[src/rtl/itch_pkg.sv]
// Shared ITCH 5.0 constants, Add Order record and parser state encoding.
// Used by the add-order parser and the downstream order-book stage.
package itch_pkg;

    localparam logic [7:0]  MSG_TYPE_ADD  = 8'h41;
    localparam logic [15:0] ADD_ORDER_LEN = 16'd36;
    localparam logic [7:0]  SIDE_BUY      = 8'h42;
    localparam logic [7:0]  SIDE_SELL     = 8'h53;

    typedef struct packed {
        logic [15:0] stockLocate;
        logic [63:0] orderRef;
        logic        side;
        logic [31:0] shares;
        logic [31:0] price;
    } add_order_t;

    typedef enum logic [2:0] {
        LEN_HI,
        LEN_LO,
        TYPE,
        ADD_BODY,
        SKIP,
        DRAIN
    } parser_state_t;

endpackage

[src/rtl/itch_add_parser.sv]
// Frames length-prefixed ITCH messages and extracts Add Order fields; 1 cycle after last byte.
// No backpressure: one byte per cycle accepted, errors drop the message and resync on the gap.
module itch_add_parser
    import itch_pkg::*;
#(
    parameter int IDLE_GAP = 16
) (
    input  logic        clkIn,
    input  logic        rstNIn,
    input  logic [7:0]  dataIn,
    input  logic        dataValidIn,
    input  logic        dataErrIn,
    output logic        addValidOut,
    output logic [15:0] stockLocateOut,
    output logic [63:0] orderRefOut,
    output logic        sideOut,
    output logic [31:0] sharesOut,
    output logic [31:0] priceOut,
    output logic        parseErrOut,
    output logic [15:0] errCntOut
);

    parser_state_t r_state;
    logic [7:0]    r_len_hi;
    logic [15:0]   r_len;
    logic [15:0]   r_cnt;
    logic [7:0]    r_gap;
    logic          r_bad;
    add_order_t    r_sh;
    add_order_t    r_out;
    logic          r_add_vld;
    logic          r_perr;
    logic [15:0]   r_err_cnt;

    logic [15:0]   w_len_full;
    logic          w_gap_exp;
    logic          w_in_msg;
    logic          w_perr;

    assign w_len_full = {r_len_hi, dataIn};
    assign w_gap_exp  = !dataValidIn && !dataErrIn && (r_gap == 8'(IDLE_GAP - 1));
    assign w_in_msg   = (r_state == LEN_LO) || (r_state == TYPE) ||
                        (r_state == ADD_BODY) || (r_state == SKIP);

    always_comb begin
        w_perr = 1'b0;
        if (dataErrIn) begin
            w_perr = 1'b1;
        end else if (dataValidIn) begin
            case (r_state)
                LEN_LO:   w_perr = (w_len_full == 16'd0);
                TYPE:     w_perr = (dataIn == MSG_TYPE_ADD) && (r_len != ADD_ORDER_LEN);
                ADD_BODY: w_perr = (r_cnt == 16'd35) && r_bad;
                default:  w_perr = 1'b0;
            endcase
        end else begin
            w_perr = w_gap_exp && w_in_msg;
        end
    end

    always_ff @(posedge clkIn or negedge rstNIn) begin
        if (!rstNIn) begin
            r_state   <= LEN_HI;
            r_len_hi  <= '0;
            r_len     <= '0;
            r_cnt     <= '0;
            r_gap     <= '0;
            r_bad     <= 1'b0;
            r_sh      <= '0;
            r_out     <= '0;
            r_add_vld <= 1'b0;
            r_perr    <= 1'b0;
            r_err_cnt <= '0;
        end else begin
            r_add_vld <= 1'b0;
            r_perr    <= w_perr;
            if (w_perr && (r_err_cnt != 16'hFFFF))
                r_err_cnt <= r_err_cnt + 16'd1;

            // Error cycles restart the gap so DRAIN always waits a full quiet period.
            if (dataValidIn || dataErrIn)
                r_gap <= '0;
            else if (r_gap != 8'(IDLE_GAP))
                r_gap <= r_gap + 8'd1;

            if (dataErrIn) begin
                r_state <= DRAIN;
            end else if (dataValidIn) begin
                case (r_state)
                    LEN_HI: begin
                        r_len_hi <= dataIn;
                        r_state  <= LEN_LO;
                    end
                    LEN_LO: begin
                        r_len   <= w_len_full;
                        r_state <= (w_len_full == 16'd0) ? LEN_HI : TYPE;
                    end
                    TYPE: begin
                        r_cnt <= 16'd1;
                        r_bad <= 1'b0;
                        if ((dataIn == MSG_TYPE_ADD) && (r_len == ADD_ORDER_LEN))
                            r_state <= ADD_BODY;
                        else if (r_len == 16'd1)
                            r_state <= LEN_HI;
                        else
                            r_state <= SKIP;
                    end
                    ADD_BODY: begin
                        if (r_cnt inside {[16'd1:16'd2]})
                            r_sh.stockLocate <= {r_sh.stockLocate[7:0], dataIn};
                        if (r_cnt inside {[16'd11:16'd18]})
                            r_sh.orderRef <= {r_sh.orderRef[55:0], dataIn};
                        if (r_cnt == 16'd19) begin
                            r_sh.side <= (dataIn == SIDE_BUY);
                            r_bad     <= (dataIn != SIDE_BUY) && (dataIn != SIDE_SELL);
                        end
                        if (r_cnt inside {[16'd20:16'd23]})
                            r_sh.shares <= {r_sh.shares[23:0], dataIn};
                        if (r_cnt inside {[16'd32:16'd35]})
                            r_sh.price <= {r_sh.price[23:0], dataIn};

                        if (r_cnt == 16'd35) begin
                            r_state <= LEN_HI;
                            if (!r_bad) begin
                                // Last price byte bypasses the shadow so the commit lands this edge.
                                r_out       <= r_sh;
                                r_out.price <= {r_sh.price[23:0], dataIn};
                                r_add_vld   <= 1'b1;
                            end
                        end else begin
                            r_cnt <= r_cnt + 16'd1;
                        end
                    end
                    SKIP: begin
                        if (r_cnt == 16'(r_len - 16'd1))
                            r_state <= LEN_HI;
                        else
                            r_cnt <= r_cnt + 16'd1;
                    end
                    default: r_state <= r_state;
                endcase
            end else if (w_gap_exp) begin
                r_state <= LEN_HI;
            end
        end
    end

    assign addValidOut    = r_add_vld;
    assign stockLocateOut = r_out.stockLocate;
    assign orderRefOut    = r_out.orderRef;
    assign sideOut        = r_out.side;
    assign sharesOut      = r_out.shares;
    assign priceOut       = r_out.price;
    assign parseErrOut    = r_perr;
    assign errCntOut      = r_err_cnt;

endmodule

[config.mk]
export PLATFORM = sky130hd
export DESIGN_NAME = itch_add_parser
export DESIGN_NICKNAME = d
export VERILOG_FILES = /design/src/rtl/itch_pkg.sv /design/src/rtl/itch_add_parser.sv
export SDC_FILE = /design/constraint.sdc
export NUM_CORES = 1
export LEC_CHECK = 0
export ABC_AREA = 1
export CAP_MARGIN = 25
export CORE_UTILIZATION = 50
export CTS_BUF_LIST = sky130_fd_sc_hd__clkbuf_8
export DETAILED_ROUTE_END_ITERATION = 8
export GPL_TIMING_DRIVEN = 0
export PLACE_DENSITY_LB_ADDON = 0.3
export SLEW_MARGIN = 20
export SYNTH_ARGS = -nofsm -noshare
export SYNTH_HDL_FRONTEND = slang
export SYNTH_SLANG_ARGS = --single-unit
[constraint.sdc]
create_clock -name clkIn -period 6.03 [get_ports clkIn]
set_clock_uncertainty 0.05 [all_clocks]
set_input_delay 1.206 -clock clkIn [delete_from_list [all_inputs] [get_ports clkIn]]
set_output_delay 1.206 -clock clkIn [all_outputs]
set_load 0.005 [all_outputs]
After elaboration in Yosys (flattened, before gate mapping)
Index checks and enable logic that the tools add are counted.
Widths: inputs -> output; s select.
{ "totals": {"register_bits": 352, "out_inout_bits": 163, "elab_cells": 115} }
{ "op_classes": {"addsub": 4, "order_cmp": 8, "eq_ne": 23, "n_mux": 24, "bitwise": 2, "reduce_logical": 35} }
{ "op_table": {"columns": ["cell", "n"], "rows": [
  ["$pmux 16 s3", 1],
  ["$add 16x1->16 const B", 2],
  ["$eq 16x6->1 const B", 2],
  ["$le 16x5->1 const B", 2],
  ["$mux 16", 2],
  ["$reduce_and 4->1", 7],
  ["$mux 3", 7],
  ["$eq 16x1->1 const B", 1],
  ["$eq 16x16->1", 1],
  ["$eq 16x5->1 const B", 1],
  ["$eq 8x7->1 const B", 2],
  ["$ge 16x1->1 const B", 1],
  ["$ge 16x4->1 const B", 1],
  ["$ge 16x5->1 const B", 1],
  ["$ge 16x6->1 const B", 1],
  ["$le 16x2->1 const B", 1],
  ["$le 16x6->1 const B", 1],
  ["$logic_not 16->1", 1],
  ["$mux 8", 2],
  ["$ne 16x16->1 const B", 1],
  ["$ne 16x6->1 const B", 1],
  ["$ne 8x7->1 const B", 2],
  ["$sub 16x1->16 const B", 1],
  ["$pmux 3 s5", 1],
  ["other kinds (23)", 53]
]} }

Depth between registers and ports, before layout
{ "logic_depth": {"depth_word": 8, "depth_mapped": 16, "mapped_depth_nobuf": 16} }

Least setup slack after synthesis
Ideal clock, no wire load.
{ "synth_timing": {"kind": "input to register", "from": "in dataValidIn", "to": "reg r_sh[39] (netlist name)", "setup_time_ps": 125, "t_arrival_ps": 2385, "t_required_ps": 5855, "slack_ps": 3469, "path_stages": 10, "path_buffers": 1, "path_cell_list": "inv_2 -> nor2_2 -> inv_2 -> nor2_4 -> nand2_2 -> nor4_4 -> nand4_2 -> clkbuf_1 -> nand2_1 -> o21ai_1"} }
{ "synth_via": {"elab_chain_len": 1} }
{ "synth_rtl": {"columns": ["item", "line", "rtl"], "rows": [
  ["from (decl)", "itch_add_parser.sv:11", "input logic dataValidIn,"],
  ["$reduce_and 4->1 (no line)", null, null],
  ["to (decl)", "itch_add_parser.sv:29", "add_order_t r_sh;"]
]} }
No other way between the ends.
A chain may end at the register's enable or synchronous reset.

Worst setup path in the final report
{ "layout_timing": {"from": "in dataValidIn", "to": "reg r_out, in the netlist sharesOut[4]"} }
{ "layout_via": {"elab_chain_len": 1} }
{ "layout_rtl": {"columns": ["item", "line", "rtl"], "rows": [
  ["$reduce_and 5->1 (no line)", null, null],
  ["to (signal assigned)", "itch_add_parser.sv:126", "r_out <= r_sh;"],
  ["to (decl)", "itch_add_parser.sv:30", "add_order_t r_out;"]
]} }
No other way between the ends.

==> out/results.txt <==
Status: complete, no violations
Overall Global Routing Usage: 25.80%
Most Crowded Layer GR: met2
Nature of the critical path endpoint: flip-flop
Cell area after synthesis: 15220 sq um
Slew Limit Fails: 0
RSZ-0062 raised after global routing: no
GP Congestion: 0.8876
Share of cells above drive strength 1: 8.805%
Setup Viol. Count Final: 0
DR pass1 iterations: 5
Core box area: 29800 sq um
PortBufs: 174
Post-synth EDFFs: 0
DRC errors left: 0
Total grt overflow: 0
Die width: 176.5 um
CP dominant cell by count: clkbuf_1
Cell breakdown of the critical path: clkdlybuf4s50_1 > inv_2 > nor4_1 > nand3_1 > clkbuf_1 > clkbuf_1 > nand2_1 > o21ai_0
Synthesized area per cell: 8.669 sq um
ANT nets after route: 0
Largest net degree at the start of global routing: 105
Slew at the pin closest to its max-slew limit: 0.7031 ns
Synth Flop Type: dfrtp_1
Die ar.: 31150 sq um
Critical path startpoint category: input pin
CTS resizes: 0
DR vias: 12485
Syn Nets: 1777
Post-CTS setup buffers: 0
Post-synth ARST share: 100.0%
Final Hold Violating Endpoints: 0
Nets: 2013
Tot Pwr: 5.538 mW
Initial DRC Count: 824
CP Data Required Time: 6.43 ns
Sequential-to-total area share from yosys stat: 57.87%
H-tree Lvls: 2
Root Buffer: clkbuf_8
YS warnings: 0
Leak: 8.572 nW
Routed WL per cell: 16.06 um
CTS tree: yes
Row count: 63
Crit Path Category: input pin to flip-flop
Fin cells: 2423
Met2 GRT Util: 40.74%
Clk pin slew, worst setup/hold paths: 0.06 ns
Filler Cell Count: 2510
First-pass GRT wire length: 63620 um
Wirelength, routed: 38910 um
Ports: 175
N_diodes: 0
Vias in the first global route: 12257
TritonCTS buffer count: 56
Max Cap Violations: 0
Initial antenna violation count: 1
IR drop worst, VDD: 203.2 uV
Starting Density: 51.09%
Critical path arrival: 3.53 ns
Slowest stage delay, CP: 0.57 ns
Area grow syn2layout: 23.37%
DR vias/cell: 5.153
Fmax: 318.9 MHz
# hold bufs at CTS: 0
Num Clock Sinks: 352
Slowest cell on the critical path: clkdlybuf4s50_1
Yosys cell types: 42
Hpwl dp: 27890 um
Worst rel slew slack: 53.13%
Final TNS setup: 0 ns
Die height: 176.5 um
Hold Crit Class: flip-flop to flip-flop
Placed insts: 2324
Worst skew pair latency: 0.61 ns
Seq cells post-synth: 352
Final Cycle Share: 52.00%
Crit path max fanout: 10
Met1 usage: 35.97%
Crit path time final: 3.135 ns
PD cells: 294.9 nW/um^2
Gate Count Post-Synth: 1756
Max Root-Sink Buffers: 3
Met3 usage: 4.522%
## worst max-delay path, delay by kind of cell
family          cells  cell delay, ns
compound gates      1            0.09
buf+inv             4            1.42
simple gates        3            0.81
## cell usage after synthesis, types with 2 or more instances
master / number / area (sq um)
nand3_2: 2 / 20.02
nor2_1: 89 / 334.1
clkbuf_1: 37 / 138.9
inv_1: 174 / 653.1
xor2_1: 24 / 210.2
a21oi_1: 13 / 65.06
nand2_1: 546 / 2049
ha_1: 9 / 112.6
dfrtp_1: 352 / 8808
nor2_2: 6 / 37.54
nand3_1: 66 / 330.3
nor2_4: 5 / 56.30
buf_2: 37 / 185.2
nand2_4: 3 / 33.78
nor3_1: 15 / 75.07
nor3_2: 2 / 20.02
nor4_1: 4 / 25.02
o211ai_1: 3 / 22.52
inv_2: 9 / 33.78
o21ai_1: 122 / 610.6
nand3b_1: 9 / 67.56
o21ai_0: 163 / 815.8
xnor2_1: 16 / 140.1
a31oi_1: 2 / 12.51
nand4_1: 15 / 93.84
clkbuf_2: 5 / 25.02
nand2_2: 13 / 81.33
## power breakdown
group / total [mW] / switching, mW / internal [mW]
logic: 0.784 / 0.498 / 0.286
clock network: 2.15 / 0.950 / 1.20
registers: 2.60 / 0.140 / 2.46
total: 5.54 / 1.59 / 3.95
## sequential cells by signal, summed over array words and instances, names as in the netlist, 3 cells and up
name,flops
errCntOut,16
orderRefOut,64
priceOut,32
r_cnt,16
r_gap,8
r_len,16
r_len_hi,8
r_sh,137
r_state,3
sharesOut,32
stockLocateOut,16
## metal layers
layer / wire length, um / up-vias
met5: 0 / -
met4: 1308 / 0
met3: 2665 / 83
met2: 18000 / 354
met1: 16940 / 5976
li1: - / 6072
## logic make-up after synthesis
| logic type | count (synthesis) | synth area share, % |
|---|---|---|
| AOI/OAI and AO/OA | 307 | 10.24 |
| xor gates and xnor gates | 40 | 2.301 |
| adders and majority gates | 9 | 0.7398 |
| buffers and inverters | 265 | 6.987 |
| DFF | 352 | 57.87 |
| muxes | 1 | 0.06576 |
| and+or+nand+nor | 782 | 21.80 |
## final cells by class
class                   count  area [sq um]  area share (%)
repair buffers            178          1857           9.887
multi-input cells        1139          5350           28.49
plain buffers              81         372.9           1.985
clock buffers              75          1032           5.497
well taps                 390         488.0           2.598
flip-flops and latches    352          8808           46.91
inverters                 184         690.7           3.678
clock inverters            24         180.2          0.9594
## worst paths after layout
path	startpoint	to	cells past startpoint	slack [ns]
max	dataValidIn	sharesOut[4]$_DFFE_PN0P_	8	2.89
min	r_sh[127]$_DFFE_PN0P_	orderRefOut[62]$_DFFE_PN0P_	2	0.42
max reg2reg	r_state[2]$_DFFE_PN0P_	sharesOut[4]$_DFFE_PN0P_	10	3.21
min reg2reg	r_sh[127]$_DFFE_PN0P_	orderRefOut[62]$_DFFE_PN0P_	2	0.42
max in group asynchronous	rstNIn	r_state[0]$_DFFE_PN0P_	4	3.91
min in group asynchronous	rstNIn	sharesOut[26]$_DFFE_PN0P_	1	0.47
## per-stage QoR
| stage | hold WS [ns] | area, sq um | worst slack [ns] | util [%] |
|---|---|---|---|---|
| final | 0.4191 | 18780 | 2.895 | 63.03 |
| after global placement | 0.3994 | 17450 | -11.15 | 58.57 |
| after detailed placement | 0.4051 | 17570 | 2.310 | 58.96 |
| after floorplan | 0.3922 | 15220 | 3.469 | - |
| after CTS | 0.4222 | 18780 | 2.917 | 63.03 |
| after global routing | 0.4424 | 18780 | 2.725 | 63.03 |
## cells in the final DEF (no fill, tap or decap), drive strengths merged, types with 3 or more instances in the layout
| cell type | synthesis | final |
|---|---|---|
| nor3 | 17 | 17 |
| buf | 39 | 44 |
| clkdlybuf4s50 | 0 | 173 |
| nand2 | 562 | 562 |
| inv | 183 | 199 |
| a21oi | 13 | 13 |
| xnor2 | 16 | 16 |
| o21ai | 286 | 286 |
| xor2 | 24 | 24 |
| o211ai | 3 | 3 |
| nor4 | 5 | 5 |
| nand3b | 9 | 9 |
| clkinv | 1 | 5 |
| nor2 | 101 | 101 |
| nand4 | 16 | 16 |
| dfrtp | 352 | 352 |
| nand3 | 69 | 69 |
| clkbuf | 42 | 117 |
| ha | 9 | 9 |
(Power assumes the default switching activity.)
